<file path="src/rtl/mf_pkg.sv">
`default_nettype none
// +----------------------------------------------------------------------------+
// | Module      : mf_pkg                                                       |
// | Description : Shared types and constants for the UART transmit arbiter:    |
// |               arbiter state encoding, end-of-line character and a state    |
// |               to one-hot grant helper.                                     |
// | Revision    : 1.0  initial release                                         |
// +----------------------------------------------------------------------------+
package mf_pkg;

  // Arbiter ownership states: nobody, console (req0), game/status (req1).
  typedef enum logic [1:0] {
    IDLE  = 2'd0,
    LOCK0 = 2'd1,
    LOCK1 = 2'd2
  } uart_arb_state_t;

  // Byte that terminates a text line and releases a line lock.
  localparam logic [7:0] MF_EOL_CHAR = 8'h0A;

  // One-hot owner vector for a state; IDLE maps to no owner.
  function automatic logic [1:0] state_onehot(input uart_arb_state_t st);
    logic [1:0] oh;
    oh = 2'b00;
    case (st)
      LOCK0:   oh = 2'b01;
      LOCK1:   oh = 2'b10;
      default: oh = 2'b00;
    endcase
    return oh;
  endfunction

endpackage
`default_nettype wire

</file>
<file path="src/rtl/arb_rr_pick.sv">
`default_nettype none
// +----------------------------------------------------------------------------+
// | Module      : arb_rr_pick                                                  |
// | Description : Combinational two-way pick. A lone valid wins outright; on a |
// |               tie the round-robin pointer chooses. Result is one-hot, or   |
// |               2'b00 when no requester is valid.                            |
// | Revision    : 1.0  initial release                                         |
// +----------------------------------------------------------------------------+
module arb_rr_pick (
  input  logic [1:0] valid,
  input  logic       rr,
  output logic [1:0] pick
);

  // Resolve the winner from the valid pattern and the tie-break pointer.
  always_comb begin
    pick = 2'b00;
    case (valid)
      2'b01:   pick = 2'b01;
      2'b10:   pick = 2'b10;
      2'b11:   pick = rr ? 2'b10 : 2'b01;
      default: pick = 2'b00;
    endcase
  end

endmodule
`default_nettype wire

</file>
<file path="src/rtl/uart_tx_arb.sv">
`default_nettype none
// +----------------------------------------------------------------------------+
// | Module      : uart_tx_arb                                                  |
// | Description : Two-requester arbiter for the single UART transmitter. The   |
// |               console stream (req0) and the game/status reporter (req1)    |
// |               are granted the transmitter and their bytes pass through a   |
// |               one-entry output register.                                   |
// |               Build option UART_TX_ARB_LINE_LOCK_EN: when defined, a grant |
// |               lasts for a whole text line (released on 8'h0A or after      |
// |               LOCK_TIMEOUT idle cycles); when undefined, every accepted    |
// |               byte returns to arbitration (per-byte round robin).          |
// | Revision    : 1.0  initial release                                         |
// +----------------------------------------------------------------------------+
module uart_tx_arb
  import mf_pkg::*;
#(
  parameter int LOCK_TIMEOUT = 1024
) (
  input  logic       clk,
  input  logic       rst_n,
  input  logic       req0_valid,
  input  logic [7:0] req0_data,
  output logic       req0_ready,
  input  logic       req1_valid,
  input  logic [7:0] req1_data,
  output logic       req1_ready,
  output logic       tx_valid,
  output logic [7:0] tx_data,
  input  logic       tx_ready,
  output logic [1:0] grant
);

  localparam bit TIMEOUT_LEGAL = (LOCK_TIMEOUT >= 2) && (LOCK_TIMEOUT <= 65535);

  generate
    if (!TIMEOUT_LEGAL) begin : g_bad_timeout
      $error("uart_tx_arb: LOCK_TIMEOUT must lie in 2..65535");
    end
  endgenerate

  uart_arb_state_t r_state;
  uart_arb_state_t w_state_nxt;
  logic            r_rr;          // 0: req0 wins the next tie, 1: req1 wins
  logic            w_rr_nxt;
  logic [1:0]      r_grant;
  logic [1:0]      w_pick;
  logic            w_own_valid;
  logic [7:0]      w_own_data;
  logic            w_slot_free;
  logic            w_accept;
  logic            w_release;
  logic            r_tx_valid;
  logic [7:0]      r_tx_data;

  arb_rr_pick u_pick (
    .valid ({req1_valid, req0_valid}),
    .rr    (r_rr),
    .pick  (w_pick)
  );

  // The output register can take a byte if it is empty or draining this cycle.
  assign w_slot_free = !r_tx_valid || tx_ready;

  // Select the current owner's valid/data; no owner in IDLE.
  always_comb begin
    w_own_valid = 1'b0;
    w_own_data  = 8'h00;
    case (r_state)
      LOCK0: begin
        w_own_valid = req0_valid;
        w_own_data  = req0_data;
      end
      LOCK1: begin
        w_own_valid = req1_valid;
        w_own_data  = req1_data;
      end
      default: begin
        w_own_valid = 1'b0;
        w_own_data  = 8'h00;
      end
    endcase
  end

  assign req0_ready = (r_state == LOCK0) && w_slot_free;
  assign req1_ready = (r_state == LOCK1) && w_slot_free;
  assign w_accept   = w_own_valid && w_slot_free;

`ifdef UART_TX_ARB_LINE_LOCK_EN
  localparam int             CNT_W    = $clog2(LOCK_TIMEOUT);
  localparam logic [CNT_W-1:0] CNT_LAST = CNT_W'(LOCK_TIMEOUT - 1);
  localparam logic [CNT_W-1:0] CNT_MAX  = {CNT_W{1'b1}};

  logic [CNT_W-1:0] r_idle_cnt;
  logic             w_eol;
  logic             w_timeout;

  assign w_eol     = w_accept && (w_own_data == MF_EOL_CHAR);
  assign w_timeout = (r_state != IDLE) && !w_own_valid && (r_idle_cnt == CNT_LAST);
  assign w_release = w_eol || w_timeout;

  // Count owner-silent cycles; a stall with valid high leaves it alone, and it saturates.
  always_ff @(posedge clk or negedge rst_n) begin
    if (!rst_n) begin
      r_idle_cnt <= '0;
    end else if ((r_state == IDLE) || w_accept) begin
      r_idle_cnt <= '0;
    end else if (!w_own_valid && (r_idle_cnt != CNT_MAX)) begin
      r_idle_cnt <= r_idle_cnt + 1'b1;
    end
  end
`else
  // Per-byte arbitration: each accepted byte hands the transmitter back.
  assign w_release = w_accept;
`endif

  // Next owner and round-robin pointer.
  always_comb begin
    w_state_nxt = r_state;
    w_rr_nxt    = r_rr;
    case (r_state)
      IDLE: begin
        if (w_pick[0]) begin
          w_state_nxt = LOCK0;
        end else if (w_pick[1]) begin
          w_state_nxt = LOCK1;
        end
      end
      LOCK0, LOCK1: begin
        if (w_release) begin
          w_state_nxt = IDLE;
`ifdef UART_TX_ARB_LINE_LOCK_EN
          // Hand priority to whoever did not just own the line.
          w_rr_nxt    = (r_state == LOCK0);
`else
          w_rr_nxt    = !r_rr;
`endif
        end
      end
      default: begin
        w_state_nxt = IDLE;
      end
    endcase
  end

  // Arbiter state, round-robin pointer and the registered one-hot grant.
  always_ff @(posedge clk or negedge rst_n) begin
    if (!rst_n) begin
      r_state <= IDLE;
      r_rr    <= 1'b0;
      r_grant <= 2'b00;
    end else begin
      r_state <= w_state_nxt;
      r_rr    <= w_rr_nxt;
      r_grant <= state_onehot(w_state_nxt);
    end
  end

  // One-entry output register: load on accept, otherwise clear when the UART takes it.
  always_ff @(posedge clk or negedge rst_n) begin
    if (!rst_n) begin
      r_tx_valid <= 1'b0;
      r_tx_data  <= 8'h00;
    end else if (w_accept) begin
      r_tx_valid <= 1'b1;
      r_tx_data  <= w_own_data;
    end else if (tx_ready) begin
      r_tx_valid <= 1'b0;
    end
  end

  assign tx_valid = r_tx_valid;
  assign tx_data  = r_tx_data;
  assign grant    = r_grant;

endmodule
`default_nettype wire
</file>
<file path="config.mk">
export PLATFORM = sky130hd
export DESIGN_NAME = uart_tx_arb
export DESIGN_NICKNAME = d
export VERILOG_FILES = /design/src/rtl/mf_pkg.sv /design/src/rtl/arb_rr_pick.sv /design/src/rtl/uart_tx_arb.sv
export SDC_FILE = /design/constraint.sdc
export NUM_CORES = 1
export LEC_CHECK = 0
export CAP_MARGIN = 15
export CORE_UTILIZATION = 42
export CTS_BUF_LIST = sky130_fd_sc_hd__clkbuf_4
export DETAILED_ROUTE_END_ITERATION = 10
export GPL_TIMING_DRIVEN = 0
export PLACE_DENSITY = 0.87
export SETUP_SLACK_MARGIN = 0.02
export SLEW_MARGIN = 40
export SYNTH_ARGS = -nofsm -noshare
export SYNTH_HDL_FRONTEND = slang
export SYNTH_SLANG_ARGS = --single-unit
</file>
<file path="constraint.sdc">
create_clock -name clk -period 2.1 [get_ports clk]
set_input_delay 0.315 -clock clk [delete_from_list [all_inputs] [get_ports clk]]
set_output_delay 0.315 -clock clk [all_outputs]
set_load 0.05 [all_outputs]
</file>
-- After elaboration in Yosys (flattened, before gate mapping)
Index checks and enable logic that the tools add are counted.
- output and inout port bits: 13
- register bits: 14
- input bits: 21
- logic and storage cells: 33
- reductions and logical operators: 10
- equality and inequality tests: 7
- mux-type cells: 11
- operators with widths (cell ; number):
    case mux 8 bit (2 select lines) ; 1
    equality test 2 bit (second input constant) ; 4
    two-way mux 2 bit ; 4
    case mux 2 bit (2 select lines) ; 2
    equality test 2 x 1 -> 1 bit (second input constant) ; 3
    case mux 2 bit (3 select lines) ; 1
    logical AND 1 bit ; 3
    zero test 1 bit ; 2
    zero test 2 bit ; 1
    two-way mux 1 bit ; 2
    case mux 1 bit (2 select lines) ; 1
    AND reduction 2 bit ; 1
    nonzero test 2 bit ; 1
    OR reduction 2 bit ; 1
    logical OR 1 bit ; 1

-- Depth between registers and ports, before layout
Gate-level depths: netlist of the first run.
- word-level depth: 7
- mapped depth: 9
- mapped depth without buffers: 6

-- Hierarchy
Synthesis of the first run repeated with hierarchy kept, for this count alone.
- cells, all modules: 69
- area, all modules: 726.9 um2
- by module, submodules not included (module ; seq. area each (um2) ; times used ; area each (um2) ; cells an instance):
    uart_tx_arb ; 350.3 ; 1 ; 708.2 ; 66
    arb_rr_pick ; 0.0 ; 1 ; 18.8 ; 3

-- Worst setup path after synthesis of the first run
No wires, ideal clock.
- kind: register to register
- start: register r_state[0]
- end: register r_grant[1] (netlist: grant[1])
- data arrival time: 1507 ps
- stages on the path, launching flop included: 9
- buffers on the path: 2
- slack: 499 ps
- period minus slack after synthesis: 1601 ps
- library setup time: 94 ps
- required time: 2006 ps
- cells stage by stage: dfrtp_1 > inv_1 > ha_1 > buf_4 > a22o_4 > nand3_4 > buf_8 > a32oi_2 > a221oi_2
- longest elaborated chain between the ends: 7
- elaborated cells on any way between the ends: 13
- classes of those cells: eq/ne (4); mux (6); reduce/logical (3)
- ends and longest elaborated chain (element ; RTL line ; source):
    start, declared ; uart_tx_arb.sv:41 ; uart_arb_state_t r_state;
    start signal, assigned ; uart_tx_arb.sv:152 ; r_state <= w_state_nxt;
    equality test 2 bit or equality test 2 x 1 -> 1 bit (tied branches) ; uart_tx_arb.sv:68, uart_tx_arb.sv:120 ;
    case mux 1 bit (2 select lines) ; uart_tx_arb.sv:68 ; case (r_state)
    logical AND 1 bit ; uart_tx_arb.sv:86 ; assign w_accept = w_own_valid && w_slot_free;
    two-way mux 2 bit ; uart_tx_arb.sv:129 ; if (w_release) begin
    case mux 2 bit (2 select lines) (*) ; uart_tx_arb.sv:120 ; case (r_state)
    equality test 2 bit or equality test 2 x 1 -> 1 bit (tied branches) ; mf_pkg.sv:25 ; case (st)
    case mux 2 bit (2 select lines) (*) ; mf_pkg.sv:25 ;
    end signal, assigned ; uart_tx_arb.sv:154 ; r_grant <= state_onehot(w_state_nxt);
    end, declared ; uart_tx_arb.sv:45 ; logic [1:0] r_grant;
Mark *: on every way between the ends. The rest lies on a longest branch, timed or not.
A chain may end at the register's enable or synchronous reset.

-- Final worst setup path of the first run
- start: register r_state[0]
- end: output req1_ready
- longest elaborated chain between the ends: 2
- ends and longest elaborated chain (element ; RTL line ; source):
    equality test 2 bit ; uart_tx_arb.sv:85 ; assign req1_ready = (r_state == LOCK1) && w_slot_free;
    logical AND 1 bit ; uart_tx_arb.sv:85 ;
    end, declared ; uart_tx_arb.sv:26 ; output logic req1_ready,
No other way between the ends.

==> metrics.md, run 1 <==
| Metric | Value |
|---|---|
| Largest net degree at the start of global routing | 15 |
| Fin. Hold Viols | 0 |
| Post-synth ARST share | 100% |
| Slew Viols, Final | 0 |
| Crit-path cells | inv_1, ha_1, buf_4, and2_1, clkdlybuf4s15_2 |
| Mux cell area share after synthesis | 0% |
| Htree depth | 1 |
| Area Overhead vs Synth | 50.2% |
| CP peak stage delay | 0.47 ns |
| Power, Total | 1580 uW |
| Num CTS Buffers | 3 |
| Synth Cell Area | 756 um2 |
| Mean post-synth cell area | 10.6 um2 |
| Root buf cell | clkbuf_4 |
| Min-Delay Path Class | input pin to async pin |
| WL/cell | 12.7 um |
| Fmax | 504 MHz |
| Share of cells above drive strength 1 | 12.1% |
| Clock-pin slew on the worst setup and hold paths | 0.09 ns |
| Crit path launch type | flip-flop |
| Worst Path Arrival | 1.67 ns |
| Synth Area in Adders | 6.62% |
| Worst path slowest cell | dfrtp_1 |
| Number of synthesized register bits | 14 |
| Die area | 1970 um2 |
| Cells after Synth | 71 |
| Endpoints failing setup | 0 |
| Routed vias/inst | 4.87 |
| RSZ-0062 raised after global routing | no |
| DP Worst Slack | -0.112 ns |
| Library cells used by synthesis | 21 |
| Ports | 34 |
| Maxcap violations | 0 |
| Initial antenna violation count | 0 |
| First-pass GRT wire length | 2690 um |
| Setup ws final | 0.115 ns |
| DP Area | 1120 um2 |
| DR vias | 638 |
| Worst Path Max Fanout | 10 |
| Grt total ovfl | 0 |
| Clk_skew | 0.00673 ns |
| Worst hold slack | 0.432 ns |
| Hpwl dp | 1270 um |
| Post-Layout Inst Area | 1130 um2 |
| Total Routing Usage GR | 18.7% |
| Core Region | 1590 um2 |
| Die height | 44.4 um |
| Compound-Gate Fraction of Synth Area | 23.8% |
| Kind of critical path | flip-flop to output pin |
| Yosys warns | 0 |
| Inserted Diodes | 0 |
| Post-Synth XOR/XNOR Area | 1.16% |
| Setup bufs post-CTS | 0 |
| Clk_lat worst skew | 0.27 ns |
| Final ANT Viol Nets | 0 |
| Simple-Gate Fraction of Synth Area | 15.1% |
| Number of enable flip-flop cells after synthesis | 0 |
| Sink Count | 14 |
| Power per cell area | 1390 nW/um2 |
| Drt total wl | 1660 um |
| GP Congestion | 0.743 |
| Std-Cell Rows | 14 |
| Relative slew slack | 58.0% |
| Hold buffers post-CTS | 0 |
| CTS tree | done |
| IO buf count | 33 |
| Worst setup EP type | output pin |
| Slew of the pin with the lowest slew margin | 0.628 ns |
| Crit path time final | 1.98 ns |
| 1st-iter DRT viols | 16 |
| Syn Nets | 96 |
| Die Wd | 44.4 um |
| Initial core utilization | 47.4% |
| Fin crit share | 94.5% |
| Max IR drop VDD | 0.000803 V |
| Fill cell count | 109 |
| CP required | 1.78 ns |
| Top FF cell, synth | dfrtp_1 |
| Outcome | finished clean |
| Post-layout net count | 134 |
| TritonRoute pass-1 iters | 4 |
| DRC Markers | 0 |
| Leakage power total | 0.000491 uW |
| CTS Buffer Depth | 2 |
| Vias in the first global route | 615 |
| Sequential fraction of the synthesis area | 46.4% |
| Largest family of logic cells by synthesized area | compound AO/OA/AOI/OAI gates |
==> placed cells by master, fill, tap and decap left out, drive strengths merged, types with 2 or more instances in the layout <==
cell and count:
buf 4, o21ai 9, a32oi 2, nand2b 2, nand2 11, clkdlybuf4s50 31, dfrtp 14, and2 4
inv 3, nor2 3, a22oi 8, clkbuf 4, a22o 2, ha 4
==> critical path: cells and delay by family (launching register included) <==
kind | cells | cell delay (ns)
buffers and inverters | 3 | 0.60
flip-flops | 1 | 0.47
adder cells (fa/ha/maj) | 1 | 0.20
AND/OR/NAND/NOR | 1 | 0.14
==> cell type report <==
class / count / area, um2 / area share (%)
clock buffer: 3 / 22.5 / 1.98
timing repair buffer: 33 / 327 / 28.8
buffer: 4 / 41.3 / 3.64
tap: 24 / 30.0 / 2.65
sequential: 14 / 350 / 30.9
inverter: 3 / 11.3 / 0.992
multi-input combinational: 50 / 353 / 31.1
==> power breakdown <==
part           switching, uW  leakage (uW)  internal [uW]
Combinational            614      0.000294            397
Clock                   79.8     0.0000138           66.2
Sequential              58.9      0.000183            364
Total                    753      0.000491            827
==> per-layer routing <==
metal | global-route usage, % | part of all wire, % | routed length [um] | vias up
li1 | - | - | - | 327
met2 | 32.6 | 52 | 866 | 13
met4 | 5.45 | 0.54 | 9 | 0
met3 | 3.67 | 2.9 | 49 | 2
met5 | 0 | 0 | 0 | -
met1 | 23.2 | 44 | 737 | 296
==> what timing repair did <==
item | CTS | global route
endpoints found under the setup margin | 2 | 1
gates resized for setup | 5 | 1
cloned | 0 | 0
pin swaps | 0 | 0
==> registers in the layout (all words and copies together) (netlist names) <==
register,flops
tx_data,8
grant,2
r_state,2
r_rr,1
tx_valid,1
==> kinds of logic after synthesis <==
logic type	after synthesis
AO/OA/AOI/OAI	23
XOR/XNOR	1
adder cells (fa/ha/maj)	4
buffers and inverters	7
flip-flops	14
AND/OR/NAND/NOR	22
==> synth_stat cells (2+ instances only) <==
master	n	area share, %
nand2b_1	2	1.7
nand2_1	11	5.5
dfrtp_1	14	46
o21ai_0	9	6.0
buf_4	2	2.0
and2_1	4	3.3
nor2_1	3	1.5
a22oi_1	8	7.9
inv_1	3	1.5
ha_1	4	6.6
==> worst paths after layout <==
path	to	slack, ns	startpoint	cells after the start
min in group clk	r_rr	0.47	r_rr	1
min	tx_data[0]	0.43	rst_n	1
max reg2reg	grant[1]	0.31	r_state[0]	8
max in group asynchronous	tx_data[1]	1.26	rst_n	1
max	req1_ready	0.12	r_state[0]	5
min reg2reg	r_rr	0.47	r_rr	1
==> per-stage QoR <==
stage	util (%)	instances	setup TNS, ns
finish	71.2	131	0
global route	71.2	131	0
CTS	71.5	131	0
detailed placement	70.0	128	-0.216
global placement	70.0	128	-0.198
floorplan	-	71	0
Note: power is estimated with default switching activity, not from simulation.
==> inputs of run 2 (changes only) <==
--- a/config.mk
+++ b/config.mk
@@ -6,13 +6,15 @@
 export NUM_CORES = 1
 export LEC_CHECK = 0
 export CAP_MARGIN = 15
+export CORE_MARGIN = 3
 export CORE_UTILIZATION = 42
 export CTS_BUF_LIST = sky130_fd_sc_hd__clkbuf_4
+export CTS_CLUSTER_SIZE = 14
 export DETAILED_ROUTE_END_ITERATION = 10
 export GPL_TIMING_DRIVEN = 0
 export PLACE_DENSITY = 0.87
 export SETUP_SLACK_MARGIN = 0.02
-export SLEW_MARGIN = 40
+export SLEW_MARGIN = 10
 export SYNTH_ARGS = -nofsm -noshare
 export SYNTH_HDL_FRONTEND = slang
 export SYNTH_SLANG_ARGS = --single-unit
==> run 2 against run 1 <==
  * Via count is 4.5% higher
  * Critical path type unchanged
  * Largest cell class unchanged
  * Global-route usage fell by 1.8 points
  * Largest power group unchanged
  * Wire length rose by 12%
==> metrics.md, run 2 (same netlist as run 1, synthesis figures left out) <==
| Metric | Value |
|---|---|
| Outcome | finished clean |
| Inserted Diodes | 0 |
| Fin crit share | 94.6% |
| Grt total ovfl | 0 |
| 1st-iter DRT viols | 13 |
| Comb pwr share | 64.2% |
| P_sw | 765 uW |
| DRC Markers | 0 |
| Highest Signal Layer | met3 |
| Setup TNS | 0 ns |
| Clk_skew | 0.00782 ns |
| Fmax | 504 MHz |
| Core Region | 1590 um2 |
| Clock share of power | 9.0% |
| Final ANT Viol Nets | 0 |
| Seq pwr share | 26.9% |
| DRT met1 WL | 720 um |
| Number of flip-flops under the largest register name | 8 |
| Int Power | 834 uW |
| Power per cell area | 1400 nW/um2 |
| Kind of critical path | flip-flop to output pin |
| CP required | 1.78 ns |
| Most frequent cells in the layout | 31 x clkdlybuf4s50_1, 14 x dfrtp_1, 11 x nand2_1 |
| Relative slew slack | 58.4% |
| Post-Layout Inst Area | 1140 um2 |
| Fin util | 71.6% |
| Setup ws final | 0.114 ns |
| Die area | 2340 um2 |
| Crit path time final | 1.99 ns |
| IO buf count | 33 |
| Worst hold slack | 0.424 ns |
| Hpwl dp | 1490 um |
| Routed vias/inst | 5.09 |
| Worst setup EP type | output pin |
| Metal2 WL | 1060 um |
| Sink Count | 14 |
| Endpoints failing setup | 0 |
| Post-layout net count | 134 |
| TritonRoute pass-1 iters | 4 |
| Commonest non-fill, non-tap cell in the layout | clkdlybuf4s50_1 |
| Area Overhead vs Synth | 51.0% |
| Std-Cell Rows | 14 |
| Die height | 48.4 um |
| Leakage power total | 0.000490 uW |
| Htree depth | 1 |
| DP Area | 1120 um2 |
| Worst Path Max Fanout | 10 |
| Crit path launch type | flip-flop |
| GP Congestion | 0.703 |
| Initial core utilization | 47.4% |
| Drt total wl | 1870 um |
| Maxcap violations | 0 |
| CTS tree | done |
| Slew Viols, Final | 0 |
| RSZ-0062 raised after global routing | no |
| DR vias | 667 |
| DP Worst Slack | -0.134 ns |
| Fin. Hold Viols | 0 |
| Share of cells above drive strength 1 | 12.1% |
| Total Routing Usage GR | 16.9% |
| Worst Path Arrival | 1.67 ns |
| Root buf cell | clkbuf_4 |
| Ports | 34 |
| Clk_lat worst skew | 0.28 ns |
| Largest net degree at the start of global routing | 15 |
| Slew of the pin with the lowest slew margin | 0.623 ns |
| Detail Route met3 WL | 85 um |
| Max IR drop VDD | 0.000834 V |
| First-pass GRT wire length | 3060 um |
| Initial antenna violation count | 0 |
| Vias in the first global route | 688 |
| Num CTS Buffers | 3 |
| Clock-pin slew on the worst setup and hold paths | 0.08 ns |
| Min-Delay Path Class | input pin to async pin |
| CTS Buffer Depth | 2 |
| Die Wd | 48.4 um |
| Switching portion of total power | 47.9% |
| WL/cell | 14.2 um |
-- run 2: changes by cell type in the layout (fill, tap and decap cells not counted), sizes merged --
cell / delta
clkbuf: -1
clkdlybuf4s15: +1
-- run 2: area by class of cell --
type	instances	area (um2)
clock buffer	3	22.5
inverter	3	11.3
timing repair buffer	33	333
fill	118	453
sequential	14	350
tap	24	30.0
buffer	4	41.3
multi-input combinational	50	353
-- run 2: per-stage QoR --
stage | power (uW) | instances
global route | 1700 | 131
floorplan | 1160 | 71
CTS | 1610 | 131
finish | 1600 | 131
global placement | 1430 | 128
detailed placement | 1470 | 128
-- run 2: timing repair --
action	in CTS	in global routing
resized for setup	6	0
buffers inserted	0	0
endpoints found under the hold margin	0	0
hold buffers	0	0
endpoints found under the setup margin	2	0
-- run 2: critical path, cell delays in order, from the launching register on --
cell	delay [ns]
dfrtp_1	0.47
inv_1	0.10
ha_1	0.20
buf_4	0.17
and2_1	0.14
clkdlybuf4s15_2	0.33
-- run 2: path summary, 6_finish.rpt --
path	endpoint	from	slack [ns]	depth (start not counted)
max	req1_ready	r_state[0]	0.11	5
min	r_state[1]	rst_n	0.42	1
max reg2reg	grant[1]	r_state[0]	0.29	8
min reg2reg	tx_data[0]	tx_data[0]	0.48	2
max in group asynchronous	r_state[0]	rst_n	1.27	1
min in group clk	tx_data[0]	tx_data[0]	0.48	2
-- run 2: per-layer routing --
metal  up-vias  track usage (%)
met5         -                0
met1       320             17.9
li1        324                -
met3         0             5.52
met4         0             4.27
met2        23             31.9
-- run 2: power by group through the flow --
stage | logic (uW) | registers [uW] | clock network (uW)
after floorplan | 514 | 644 | 0
after global placement | 1010 | 425 | 0
after detailed placement | 1030 | 433 | 0
after CTS | 1030 | 429 | 152
after global routing | 1100 | 442 | 163
final | 1030 | 430 | 144
==> inputs of run 3 (changes only) <==
--- a/config.mk
+++ b/config.mk
@@ -11,9 +11,9 @@
 export CTS_BUF_LIST = sky130_fd_sc_hd__clkbuf_4
 export CTS_CLUSTER_SIZE = 14
 export DETAILED_ROUTE_END_ITERATION = 10
-export GPL_TIMING_DRIVEN = 0
 export PLACE_DENSITY = 0.87
 export SETUP_SLACK_MARGIN = 0.02
+export SKIP_LAST_GASP = 1
 export SLEW_MARGIN = 10
 export SYNTH_ARGS = -nofsm -noshare
 export SYNTH_HDL_FRONTEND = slang
==> run 3 against run 2 <==
  * Register-to-register slack worse by 0.05 ns
  * Utilization down 0.31 points
  * Sequential power about the same
  * Combinational power about the same
  * Via count down 1.3%
  * Die area unchanged
  * Sequential share of layout area up 0.14 points
  * Clock power up 10%
  * Maximum frequency up 5.1%
  * Power up 1.5%
  * Clock-buffer cell count unchanged
  * Critical path type unchanged
  * Largest cell class unchanged
  * Largest power group unchanged
==> metrics.md, run 3 (same netlist as run 1, synthesis figures left out) <==
| Metric | Value |
|---|---|
| Clk_skew | 0.00527 ns |
| Post-layout net count | 132 |
| Max IR drop VDD | 0.000899 V |
| Ports | 34 |
| Core Region | 1590 um2 |
| CTS Buffer Depth | 2 |
| DRC Markers | 0 |
| WL/cell | 13.8 um |
| Worst path slowest cell | dfrtp_1 |
| Hold buffers post-CTS | 0 |
| Kind of critical path | flip-flop to output pin |
| Commonest non-fill, non-tap cell in the layout | clkdlybuf4s50_1 |
| CP required | 1.78 ns |
| CTS tree | done |
| Sink Count | 14 |
| Vias in the first global route | 672 |
| Worst hold slack | 0.423 ns |
| Cell Count, Final, Fillers Out | 130 |
| Initial core utilization | 47.4% |
| Clk_lat worst skew | 0.28 ns |
| Hpwl dp | 1420 um |
| Power, Total | 1620 uW |
| Slew of the pin with the lowest slew margin | 0.640 ns |
| Fmax | 529 MHz |
| Std-Cell Rows | 14 |
| Final ANT Viol Nets | 0 |
| Worst Path Arrival | 1.57 ns |
| CP peak stage delay | 0.43 ns |
| IO buf count | 33 |
| Initial antenna violation count | 0 |
| Most frequent cells in the layout | 31 x clkdlybuf4s50_1, 14 x dfrtp_1, 11 x nand2_1 |
| DR vias | 658 |
| Crit path time final | 1.89 ns |
| Fin. Hold Viols | 0 |
| Power per cell area | 1430 nW/um2 |
| Area Overhead vs Synth | 50.3% |
| Relative slew slack | 57.2% |
| Setup TNS | 0 ns |
| Clock-pin slew on the worst setup and hold paths | 0.09 ns |
| Num CTS Buffers | 3 |
| Grt total ovfl | 0 |
| 1st-iter DRT viols | 12 |
| TritonRoute pass-1 iters | 4 |
| CTS resizes | 0 |
| Inserted Diodes | 0 |
| RSZ-0062 raised after global routing | no |
| Number of flip-flops under the largest register name | 8 |
| Setup bufs post-CTS | 0 |
| Root buf cell | clkbuf_4 |
| Htree depth | 1 |
| Die area | 2340 um2 |
| Worst Path Max Fanout | 9 |
| Delay-heaviest family, CP | buffers and inverters |
| Crit path launch type | flip-flop |
| Inst Count DP | 126 |
| Worst setup EP type | output pin |
| Outcome | finished clean |
| CP Buf/Inv Count | 3 |
| Slew Viols, Final | 0 |
| Drt total wl | 1790 um |
| Die Wd | 48.4 um |
| Share of cells above drive strength 1 | 10.4% |
| Fin crit share | 90.0% |
| Crit-path cells | inv_1, ha_1, buf_4, and2_1, buf_12 |
| Total Routing Usage GR | 15.8% |
| Routed vias/inst | 5.06 |
| Min-Delay Path Class | input pin to async pin |
| Leakage power total | 0.000488 uW |
| GP Congestion | 0.751 |
| Largest net degree at the start of global routing | 22 |
| Maxcap violations | 0 |
| Endpoints failing setup | 0 |
| First-pass GRT wire length | 2970 um |
| Die height | 48.4 um |
## run 3: cell count changes in the layout (fill, tap and decap cells not counted)
| cell | previous run | this run |
|---|---|---|
| buf_12 | 0 | 2 |
| buf_6 | 1 | 0 |
| clkinv_1 | 0 | 1 |
| buf_8 | 1 | 0 |
| clkdlybuf4s15_2 | 2 | 0 |
## run 3: worst paths after layout
kind / cells after the start / to / start / slack [ns]
max: 5 / req0_ready / r_state[1] / 0.21
min: 1 / tx_valid / rst_n / 0.42
max reg2reg: 5 / grant[1] / r_state[0] / 0.24
min reg2reg: 1 / r_rr / r_rr / 0.48
max in group asynchronous: 1 / tx_data[6] / rst_n / 1.26
min in group clk: 1 / r_rr / r_rr / 0.48
## run 3: area by class of cell
type / instances / area (um2)
timing repair buffer: 35 / 365
sequential: 14 / 350
inverter: 3 / 11.3
fill: 117 / 458
tap: 24 / 30.0
multi-input combinational: 50 / 353
clock buffer: 3 / 22.5
clock inverter: 1 / 3.75
## run 3: report_power, final
group          internal (uW)  switching, uW  total, uW  leakage [uW]
logic                    416            622       1040      0.000290
clock network           68.9           89.8        159     0.0000154
registers                364           62.9        427      0.000183
## run 3: worst reg2reg max path: stages, from the launching register on
cell and delay, ns:
dfrtp_1 0.47, inv_1 0.10, ha_1 0.45, nand3_4 0.25
and2_1 0.25, a221oi_2 0.26
## run 3: per-layer routing
layer / wire, um / vias to the layer above / track usage (%)
li1: - / 318 / -
met1: 720 / 310 / 19.1
met2: 947 / 26 / 27.8
met3: 99 / 4 / 3.68
met4: 23 / 0 / 5.21
met5: 0 / - / 0
## run 3: metrics by stage
| stage | util, % | setup WS, ns | cell area, um2 |
|---|---|---|---|
| after CTS | 71.3 | 0.208 | 1140 |
| after floorplan | - | 0.499 | 756 |
| after detailed placement | 69.6 | 0.258 | 1110 |
| after global routing | 71.3 | 0.105 | 1140 |
| final | 71.3 | 0.211 | 1140 |
| after global placement | 69.6 | 0.322 | 1110 |
